**src/rtl/mips_cpu_muldiv_if.sv**
```systemverilog
// Issue/result bundle between pipeline control and the multiply/divide unit.
// The control side (master) issues ops and reads busy/done/hi/lo.
interface mips_cpu_muldiv_if #(
  parameter int WIDTH = 32
) ();
  logic             start;
  logic [2:0]       op;
  logic [WIDTH-1:0] op_a;
  logic [WIDTH-1:0] op_b;
  logic             busy;
  logic             done;
  logic [WIDTH-1:0] hi;
  logic [WIDTH-1:0] lo;

  modport master (output start, op, op_a, op_b, input busy, done, hi, lo);
  modport slave  (input start, op, op_a, op_b, output busy, done, hi, lo);
endinterface

```
**src/rtl/mips_cpu_muldiv.sv**
```systemverilog
// Iterative MIPS multiply/divide unit owning HI/LO.
// MULT/MULTU/DIV/DIVU run one bit per cycle on operand magnitudes, with the
// sign fixed up in a final cycle; MTHI/MTLO complete in a single cycle.
module mips_cpu_muldiv #(
  parameter int WIDTH = 32
) (
  input  logic                clk,
  input  logic                reset,
  mips_cpu_muldiv_if.slave    bus
);
  localparam int CW = $clog2(WIDTH) + 1;

  localparam logic [2:0] OP_MULT  = 3'b000;
  localparam logic [2:0] OP_MULTU = 3'b001;
  localparam logic [2:0] OP_DIV   = 3'b010;
  localparam logic [2:0] OP_DIVU  = 3'b011;
  localparam logic [2:0] OP_MTHI  = 3'b100;
  localparam logic [2:0] OP_MTLO  = 3'b101;

  typedef enum logic [1:0] {IDLE, RUN, FINISH} state_t;

  state_t           state, state_n;
  logic [CW-1:0]    cnt, cnt_n;
  logic [WIDTH-1:0] rem, rem_n;      // mul: upper product half; div: partial remainder
  logic [WIDTH-1:0] q, q_n;          // mul: multiplier/lower half; div: dividend/quotient
  logic [WIDTH-1:0] b_q, b_n;        // multiplicand / divisor magnitude
  logic             is_div, is_div_n;
  logic             neg_lo, neg_lo_n; // negate product or quotient
  logic             neg_hi, neg_hi_n; // negate remainder (dividend was negative)
  logic             div0, div0_n;
  logic [WIDTH-1:0] hi, hi_n, lo, lo_n;
  logic             busy, busy_n, done, done_n;

  // Scratch values for the datapath step and sign fix-up
  logic             sgn;
  logic [WIDTH-1:0] a_mag, b_mag;
  logic [WIDTH:0]   sum, shifted, divisor;
  logic [2*WIDTH-1:0] prod;

  assign bus.busy = busy;
  assign bus.done = done;
  assign bus.hi   = hi;
  assign bus.lo   = lo;

  // Next-state, datapath step and HI/LO write-back
  always_comb begin
    state_n  = state;
    cnt_n    = cnt;
    rem_n    = rem;
    q_n      = q;
    b_n      = b_q;
    is_div_n = is_div;
    neg_lo_n = neg_lo;
    neg_hi_n = neg_hi;
    div0_n   = div0;
    hi_n     = hi;
    lo_n     = lo;
    done_n   = 1'b0;

    // Signed ops have op[0]==0; magnitude of the most negative value wraps to
    // the same bit pattern, which the unsigned datapath reads correctly.
    sgn     = ~bus.op[0];
    a_mag   = (sgn && bus.op_a[WIDTH-1]) ? -bus.op_a : bus.op_a;
    b_mag   = (sgn && bus.op_b[WIDTH-1]) ? -bus.op_b : bus.op_b;
    sum     = {1'b0, rem} + (q[0] ? {1'b0, b_q} : '0);
    shifted = {rem, q[WIDTH-1]};
    divisor = {1'b0, b_q};
    prod    = {rem, q};

    unique case (state)
      IDLE: begin
        if (bus.start) begin
          case (bus.op)
            OP_MULT, OP_MULTU, OP_DIV, OP_DIVU: begin
              rem_n    = '0;
              q_n      = a_mag;
              b_n      = b_mag;
              is_div_n = bus.op[1];
              neg_lo_n = sgn && (bus.op_a[WIDTH-1] ^ bus.op_b[WIDTH-1]);
              neg_hi_n = sgn && bus.op_a[WIDTH-1];
              div0_n   = (bus.op_b == '0);
              cnt_n    = '0;
              state_n  = RUN;
            end
            OP_MTHI: hi_n = bus.op_a;
            OP_MTLO: lo_n = bus.op_a;
            default: ;
          endcase
        end
      end
      RUN: begin
        if (is_div) begin
          // Restoring step; with a zero divisor every bit "fits", so the
          // dividend shifts into rem and the quotient fills with ones.
          if (shifted >= divisor) begin
            rem_n = WIDTH'(shifted - divisor);
            q_n   = {q[WIDTH-2:0], 1'b1};
          end else begin
            rem_n = shifted[WIDTH-1:0];
            q_n   = {q[WIDTH-2:0], 1'b0};
          end
        end else begin
          rem_n = sum[WIDTH:1];
          q_n   = {sum[0], q[WIDTH-1:1]};
        end
        cnt_n = cnt + 1'b1;
        if (cnt == CW'(WIDTH - 1)) state_n = FINISH;
      end
      FINISH: begin
        if (is_div) begin
          hi_n = neg_hi ? -rem : rem;
          lo_n = div0 ? '1 : (neg_lo ? -q : q);
        end else begin
          prod = neg_lo ? -prod : prod;
          {hi_n, lo_n} = prod;
        end
        done_n  = 1'b1;
        state_n = IDLE;
      end
      default: state_n = IDLE;
    endcase

    busy_n = (state_n != IDLE);
  end

  // State and datapath registers; reset discards any in-flight op
  always_ff @(posedge clk or posedge reset) begin
    if (reset) begin
      state  <= IDLE;
      cnt    <= '0;
      rem    <= '0;
      q      <= '0;
      b_q    <= '0;
      is_div <= 1'b0;
      neg_lo <= 1'b0;
      neg_hi <= 1'b0;
      div0   <= 1'b0;
      hi     <= '0;
      lo     <= '0;
      busy   <= 1'b0;
      done   <= 1'b0;
    end else begin
      state  <= state_n;
      cnt    <= cnt_n;
      rem    <= rem_n;
      q      <= q_n;
      b_q    <= b_n;
      is_div <= is_div_n;
      neg_lo <= neg_lo_n;
      neg_hi <= neg_hi_n;
      div0   <= div0_n;
      hi     <= hi_n;
      lo     <= lo_n;
      busy   <= busy_n;
      done   <= done_n;
    end
  end
endmodule

```
**src/flat_wrapper.sv**
```systemverilog
// flat-port wrapper written by rule: the top's interface ports become plain ports
module mips_cpu_muldiv_flat 
#(
  parameter int WIDTH = 32
)
  (clk, reset, bus_start, bus_op, bus_op_a, bus_op_b, bus_busy, bus_done, bus_hi, bus_lo);
  mips_cpu_muldiv_if #(.WIDTH(WIDTH)) bus_i ();
  input  logic clk;
  input  logic reset;
  input wire logic [$bits(bus_i.start)-1:0] bus_start;
  input wire logic [$bits(bus_i.op)-1:0] bus_op;
  input wire logic [$bits(bus_i.op_a)-1:0] bus_op_a;
  input wire logic [$bits(bus_i.op_b)-1:0] bus_op_b;
  output wire logic [$bits(bus_i.busy)-1:0] bus_busy;
  output wire logic [$bits(bus_i.done)-1:0] bus_done;
  output wire logic [$bits(bus_i.hi)-1:0] bus_hi;
  output wire logic [$bits(bus_i.lo)-1:0] bus_lo;
  assign bus_i.start = bus_start;
  assign bus_i.op = bus_op;
  assign bus_i.op_a = bus_op_a;
  assign bus_i.op_b = bus_op_b;
  assign bus_busy = bus_i.busy;
  assign bus_done = bus_i.done;
  assign bus_hi = bus_i.hi;
  assign bus_lo = bus_i.lo;
  mips_cpu_muldiv #(.WIDTH(WIDTH)) u_core (.clk(clk), .reset(reset), .bus(bus_i));
endmodule
```
**config.mk**
```make
export PLATFORM = sky130hd
export DESIGN_NAME = mips_cpu_muldiv_flat
export DESIGN_NICKNAME = d
export VERILOG_FILES = /design/src/rtl/mips_cpu_muldiv_if.sv /design/src/rtl/mips_cpu_muldiv.sv /design/src/flat_wrapper.sv
export SDC_FILE = /design/constraint.sdc
export NUM_CORES = 1
export LEC_CHECK = 0
export ABC_CLOCK_PERIOD_IN_PS = 4960
export CELL_PAD_IN_SITES_DETAIL_PLACEMENT = 0
export CELL_PAD_IN_SITES_GLOBAL_PLACEMENT = 1
export CORE_MARGIN = 2
export CORE_UTILIZATION = 41
export CTS_BUF_LIST = sky130_fd_sc_hd__clkbuf_8
export CTS_CLUSTER_DIAMETER = 80
export DETAILED_ROUTE_END_ITERATION = 6
export PLACE_DENSITY_LB_ADDON = 0.1
export SETUP_SLACK_MARGIN = 0.5
export SYNTH_ARGS = -nofsm -noshare
export SYNTH_HDL_FRONTEND = slang
export SYNTH_SLANG_ARGS = --single-unit
export TNS_END_PERCENT = 100
```
**constraint.sdc**
```tcl
create_clock -name clk -period 4.96 [get_ports clk]
set_clock_uncertainty 0.1 [all_clocks]
set_input_delay 0.496 -clock clk [delete_from_list [all_inputs] [get_ports clk]]
set_output_delay 0.496 -clock clk [all_outputs]
set_load 0.05 [all_outputs]
```
# After elaboration in Yosys (flattened, before gate mapping)
# Index checks and enable logic that the tools add are counted.
# Widths: inputs -> output; s select.
# totals
register_bits	174
latchBits	0
ramBits	0
romBits	0
out_inout_bits	66
wordCells	83
memories	0
# classes
addsub	8
multipliers	0
div_mod_pow	0
magnitude_cmp	1
n_eq_ne	12
n_shift	0
n_mux	33
bitwise_logic	2
reduce_logical	14
# ops
operator	count
$mux 32	19
$pmux 32 s2	4
$neg 32->32	4
$mux 64	1
$neg 64->64	1
$add 32x32->33	1
$ge 33x32->1	1
$logic_not 32->1	1
$sub 32x32->32	1
$mux 6	2
$pmux 6 s2	1
$reduce_and 3->1	4
$ne 2x2->1 const B	4
$add 6x1->6 const B	1
$eq 3x2->1 const B	2
$eq 3x3->1 const B	2
$eq 6x5->1 const B	1
$mux 2	3
$reduce_bool 2->1	3
$pmux 2 s2	1
$reduce_or 4->1	1
$eq 3x1->1 const B	1
$logic_and 1x1->1	3
$logic_not 3->1	1
other kinds (6)	7

# Logic depth before layout (Yosys ltp)
# depth
word_depth	6
depth_mapped	14
depth_no_buf	13

# Worst setup path after synthesis
# OpenSTA, ideal clock, no wires.
# synth_path
path_kind	register to register
from	reg u_core.q[0]
to	reg u_core.rem[31]
setup_ps	122
t_arrival_ps	3312
required_time_ps	4738
setup_slack_ps	1427
stages_incl_launch_ff	15
synth_period_minus_slack_ps	3533
path_cell_list	dfrtp_1 -> inv_1 -> clkbuf_1 -> nor2_1 -> ha_1 -> clkbuf_1 -> a2111oi_0 -> o21ai_0 -> nor2_1 -> a21oi_1 -> a221oi_2 -> o211ai_1 -> o211a_1 -> a2111o_1 -> a32o_1
# synth_between
elab_chain_len	4
# synth_rtl
item	line	text
start: declaration	mips_cpu_muldiv.sv:25	logic [WIDTH-1:0] q, q_n;
start signal: assignment	mips_cpu_muldiv.sv:146	q <= q_n;
$mux 32	mips_cpu_muldiv.sv:65	sum = {1'b0, rem} + (q[0] ? {1'b0, b_q} : '0);
$add 32x32->33	mips_cpu_muldiv.sv:65	
$mux 32	mips_cpu_muldiv.sv:92	if (is_div) begin
$pmux 32 s2	mips_cpu_muldiv.sv:70	unique case (state)
end signal: assignment	mips_cpu_muldiv.sv:145	rem <= rem_n;
end: declaration	mips_cpu_muldiv.sv:24	logic [WIDTH-1:0] rem, rem_n;
# Every way passes these cells.
# A chain may end at the register's enable or synchronous reset.

# Worst setup path after layout
# Ends and elaborated chain as after synthesis.

==> impl_metrics.py <==
metrics = {
    "outcome": {
        "status": "finished clean",
    },
    "synth": {
        "ys_ff_latch": 174,
        "syn_area_um2": 14200,
        "syn_avg_cell_area_um2": 7.82,
        "synth_edf_count": 0,
        "synth_area_leader_cell": "dfrtp_1",
        "synth_ff_type": "dfrtp_1",
        "syn_inst": 1822,
        "synth_nets": 1963,
        "yosysSeqAreaShare": 0.306,
        "async_reset_ff_frac": 1.00,
        "ys.warnings.count": 0,
        "synth_area_leaders": "dfrtp_1 (31%), o21ai_0 (8.2%), xnor2_1 (7.2%), nand2_1 (6.1%), ha_1 (6.1%)",
        "synth_top_area_frac": 0.306,
        "yosysUniqueCellTypes": 75,
    },
    "critical_path": {
        "r2r_setup_slack_ns": 0.84,
        "worst-path-buf-inv": 2,
        "critical-path-max-stage-delay_ns": 0.46,
        "worst_r2r_startpoint": "u_core.q[0]$_DFFE_PP0P_",
        "cp_max_fo": 13,
        "crit_path_start_kind": "flop",
        "ff2ff_path_depth": 13,
        "crit_arrival_ns": 4.43,
        "criticalPathCategory": "flop to flop",
        "critPathCaptureType": "flop",
        "slowest_stage": "dfrtp_1",
        "cp_data_required_time_ns": 5.27,
        "cp_top_family": "compound AO/OA/AOI/OAI gates",
        "reg2reg_to": "u_core.rem[31]$_DFFE_PP0P_",
        "cp_cell_sequence": "inv_1 > buf_4 > nor2_1 > ha_1 > a21o_1 > a21oi_1 > o21ai_0 > a221o_1 > a221oi_2 > o211ai_1 > o211a_1 > a2111o_1 > a32o_1",
    },
    "route": {
        "via_count": 13800,
        "drc": 0,
        "vias_per_cell": 5.84,
        "routedWlPerCell_um": 21.8,
        "drtIter0Drc": 1065,
        "firstDrtPassIters": 5,
        "ant_nets": 0,
        "routed_wl_um": 51600,
    },
    "clocking": {
        "cts_sinks": 174,
        "clk_path_buf_depth": 2,
        "htreeDepth": 4,
        "postCtsResizedCells": 0,
        "cts_tree": "yes",
        "cts-root-buf": "clkbuf_8",
        "numCtsBuffers": 17,
        "holdBufCountCts": 0,
        "post_cts_buffers": 0,
        "cts.clk_slew.worst_paths_ns": 0.11,
        "clk_latency_ns": 0.52,
    },
    "place": {
        "pre_cts_slack_ns": 0.857,
        "dpl.hpwl_um": 38800,
        "port_buffers": 135,
        "gp_congestion": 0.887,
        "dpl_cell_area_um2": 16000,
        "dp_cells": 2333,
    },
    "power": {
        "peakVddDrop_mv": 0.308,
        "power_leakage_uw": 0.00693,
        "power_density_nw_per_um2": 705,
    },
    "run": {
        "drv_cap": 0,
    },
    "grt": {
        "grt_start_max_net_pins": 100,
        "antenna_found_initial": 0,
        "grt-ovfl-total": 0,
        "grt_pass1_vias": 13470,
        "grt_pass1_wl_um": 79800,
        "grt_usage": 0.289,
    },
    "floorplanning": {
        "die_area_um2": 36300,
        "initial_utilization": 0.415,
        "rows": 68,
        "die_h_um": 190,
        "die_w_um": 190,
        "coreArea_um2": 34400,
        "io_pins": 136,
    },
    "finish": {
        "syn_to_final_growth_pct": 15.0,
        "stdcell_area_um2": 16400,
        "finalNonFillerCells": 2365,
        "final_nets": 2038,
        "n_antenna_cell": 0,
        "drive_above_1_share": 0.0492,
    },
    "hold_path": {
        "hp-class": "primary input to asynchronous set/reset pin",
    },
    "timing": {
        "setup_slack_ns": 0.837,
        "worst_slew_pin_slew_ns": 1.04,
        "relSlewSlack": 0.307,
        "period_minus_slack_ns": 4.12,
        "tns_ns": 0,
        "fin_crit_sh": 0.831,
        "hold_ws_ns": 0.327,
        "setup_violations": 0,
        "fmax_mhz": 243,
        "finalMaxSlewViolations": 0,
        "hold_violations": 0,
        "grt_setup_unrepaired": "false",
    },
}
[worst max path at each step]
stage / endpoint / slack [ns] / cells past startpoint / startpoint
after floorplan: u_core.rem[31]$_DFFE_PP0P_ / 1.43 / 14 / u_core.q[0]$_DFFE_PP0P_
after global placement: u_core.q[27]$_DFFE_PP0P_ / 0.84 / 10 / bus_op_a[4]
after detailed placement: u_core.q[29]$_DFFE_PP0P_ / 0.86 / 10 / bus_op_a[4]
after CTS: u_core.rem[31]$_DFFE_PP0P_ / 0.92 / 13 / u_core.q[0]$_DFFE_PP0P_
after global routing: u_core.rem[21]$_DFFE_PP0P_ / 0.58 / 12 / u_core.q[0]$_DFFE_PP0P_
final: u_core.rem[31]$_DFFE_PP0P_ / 0.84 / 13 / u_core.q[0]$_DFFE_PP0P_
[worst register-to-register path, delay by kind of cell (launching register included)]
family / cells / cell delay, ns
AOI/OAI and AO/OA: 9 / 2.40
and+or+nand+nor: 1 / 0.08
adders and majority gates: 1 / 0.34
DFF: 1 / 0.46
buffers and inverters: 2 / 0.63
[cells by family after synthesis]
family,after synthesis,synth area share
xor gates and xnor gates,166,0.102
AOI/OAI and AO/OA,604,0.257
adders and majority gates,71,0.0634
DFF,174,0.306
muxes,47,0.0331
buffers and inverters,181,0.0506
and+or+nand+nor,579,0.188
[synthesized netlist by cell type, drive strengths merged (41+ instances only)]
cell type / count
o21ai: 237
nand2: 231
dfrtp: 174
nor2: 144
a21oi: 127
xnor2: 117
clkbuf: 92
ha: 69
inv: 68
xor2: 49
mux2i: 46
o22ai: 41
[through the flow]
| step | util | total power (µW) |
|---|---|---|
| 5_1_grt | 0.477 | 12500 |
| 3_5_place_dp | 0.465 | 10400 |
| 6_report | 0.477 | 11600 |
| 3_3_place_gp | 0.465 | 10400 |
| 4_1_cts | 0.477 | 11500 |
| 2_1_floorplan | - | 8190 |
[state kept, by name (all words and copies together), names as in the netlist]
name / cells
u_core.state: 2
u_core.cnt: 6
u_core.bus.lo: 32
u_core.q: 32
u_core.bus.hi: 32
u_core.is_div: 1
u_core.rem: 32
u_core.bus.done: 1
u_core.bus.busy: 1
u_core.neg_lo: 1
u_core.div0: 1
u_core.b_q: 32
u_core.neg_hi: 1
[cell usage in the layout (no fill, tap or decap), drive strengths merged, types with 41 or more instances in the layout]
cell           netlist  routed
o22ai               41      41
inv                 68      73
ha                  69      69
dfrtp              174     174
clkdlybuf4s50        0     135
nand2              231     231
nor2               144     144
mux2i               46      46
o21ai              237     237
xnor2              117     117
a21oi              127     127
xor2                49      49
[power by group]
part           switching (µW)  internal (µW)
registers                 784           2000
clock network             632            469
logic                    4630           3040
[per-layer routing]
metal	up-vias	wire length (µm)	GRT usage
met5	-	0	0
met1	6634	21800	0.361
met2	394	24800	0.486
met4	0	2520	0.143
li1	6671	-	-
met3	101	2500	0.0410
[area by class of cell]
type / instances / area [µm²]
clock buffers: 18 / 248
clock inverters: 14 / 155
multi-input cells: 1467 / 9190
fillers: 3505 / 18000
repair buffers: 168 / 1610
inverters: 69 / 263
well taps: 455 / 569
flip-flops and latches: 174 / 4360
Note: power is estimated with default switching activity, not from simulation.
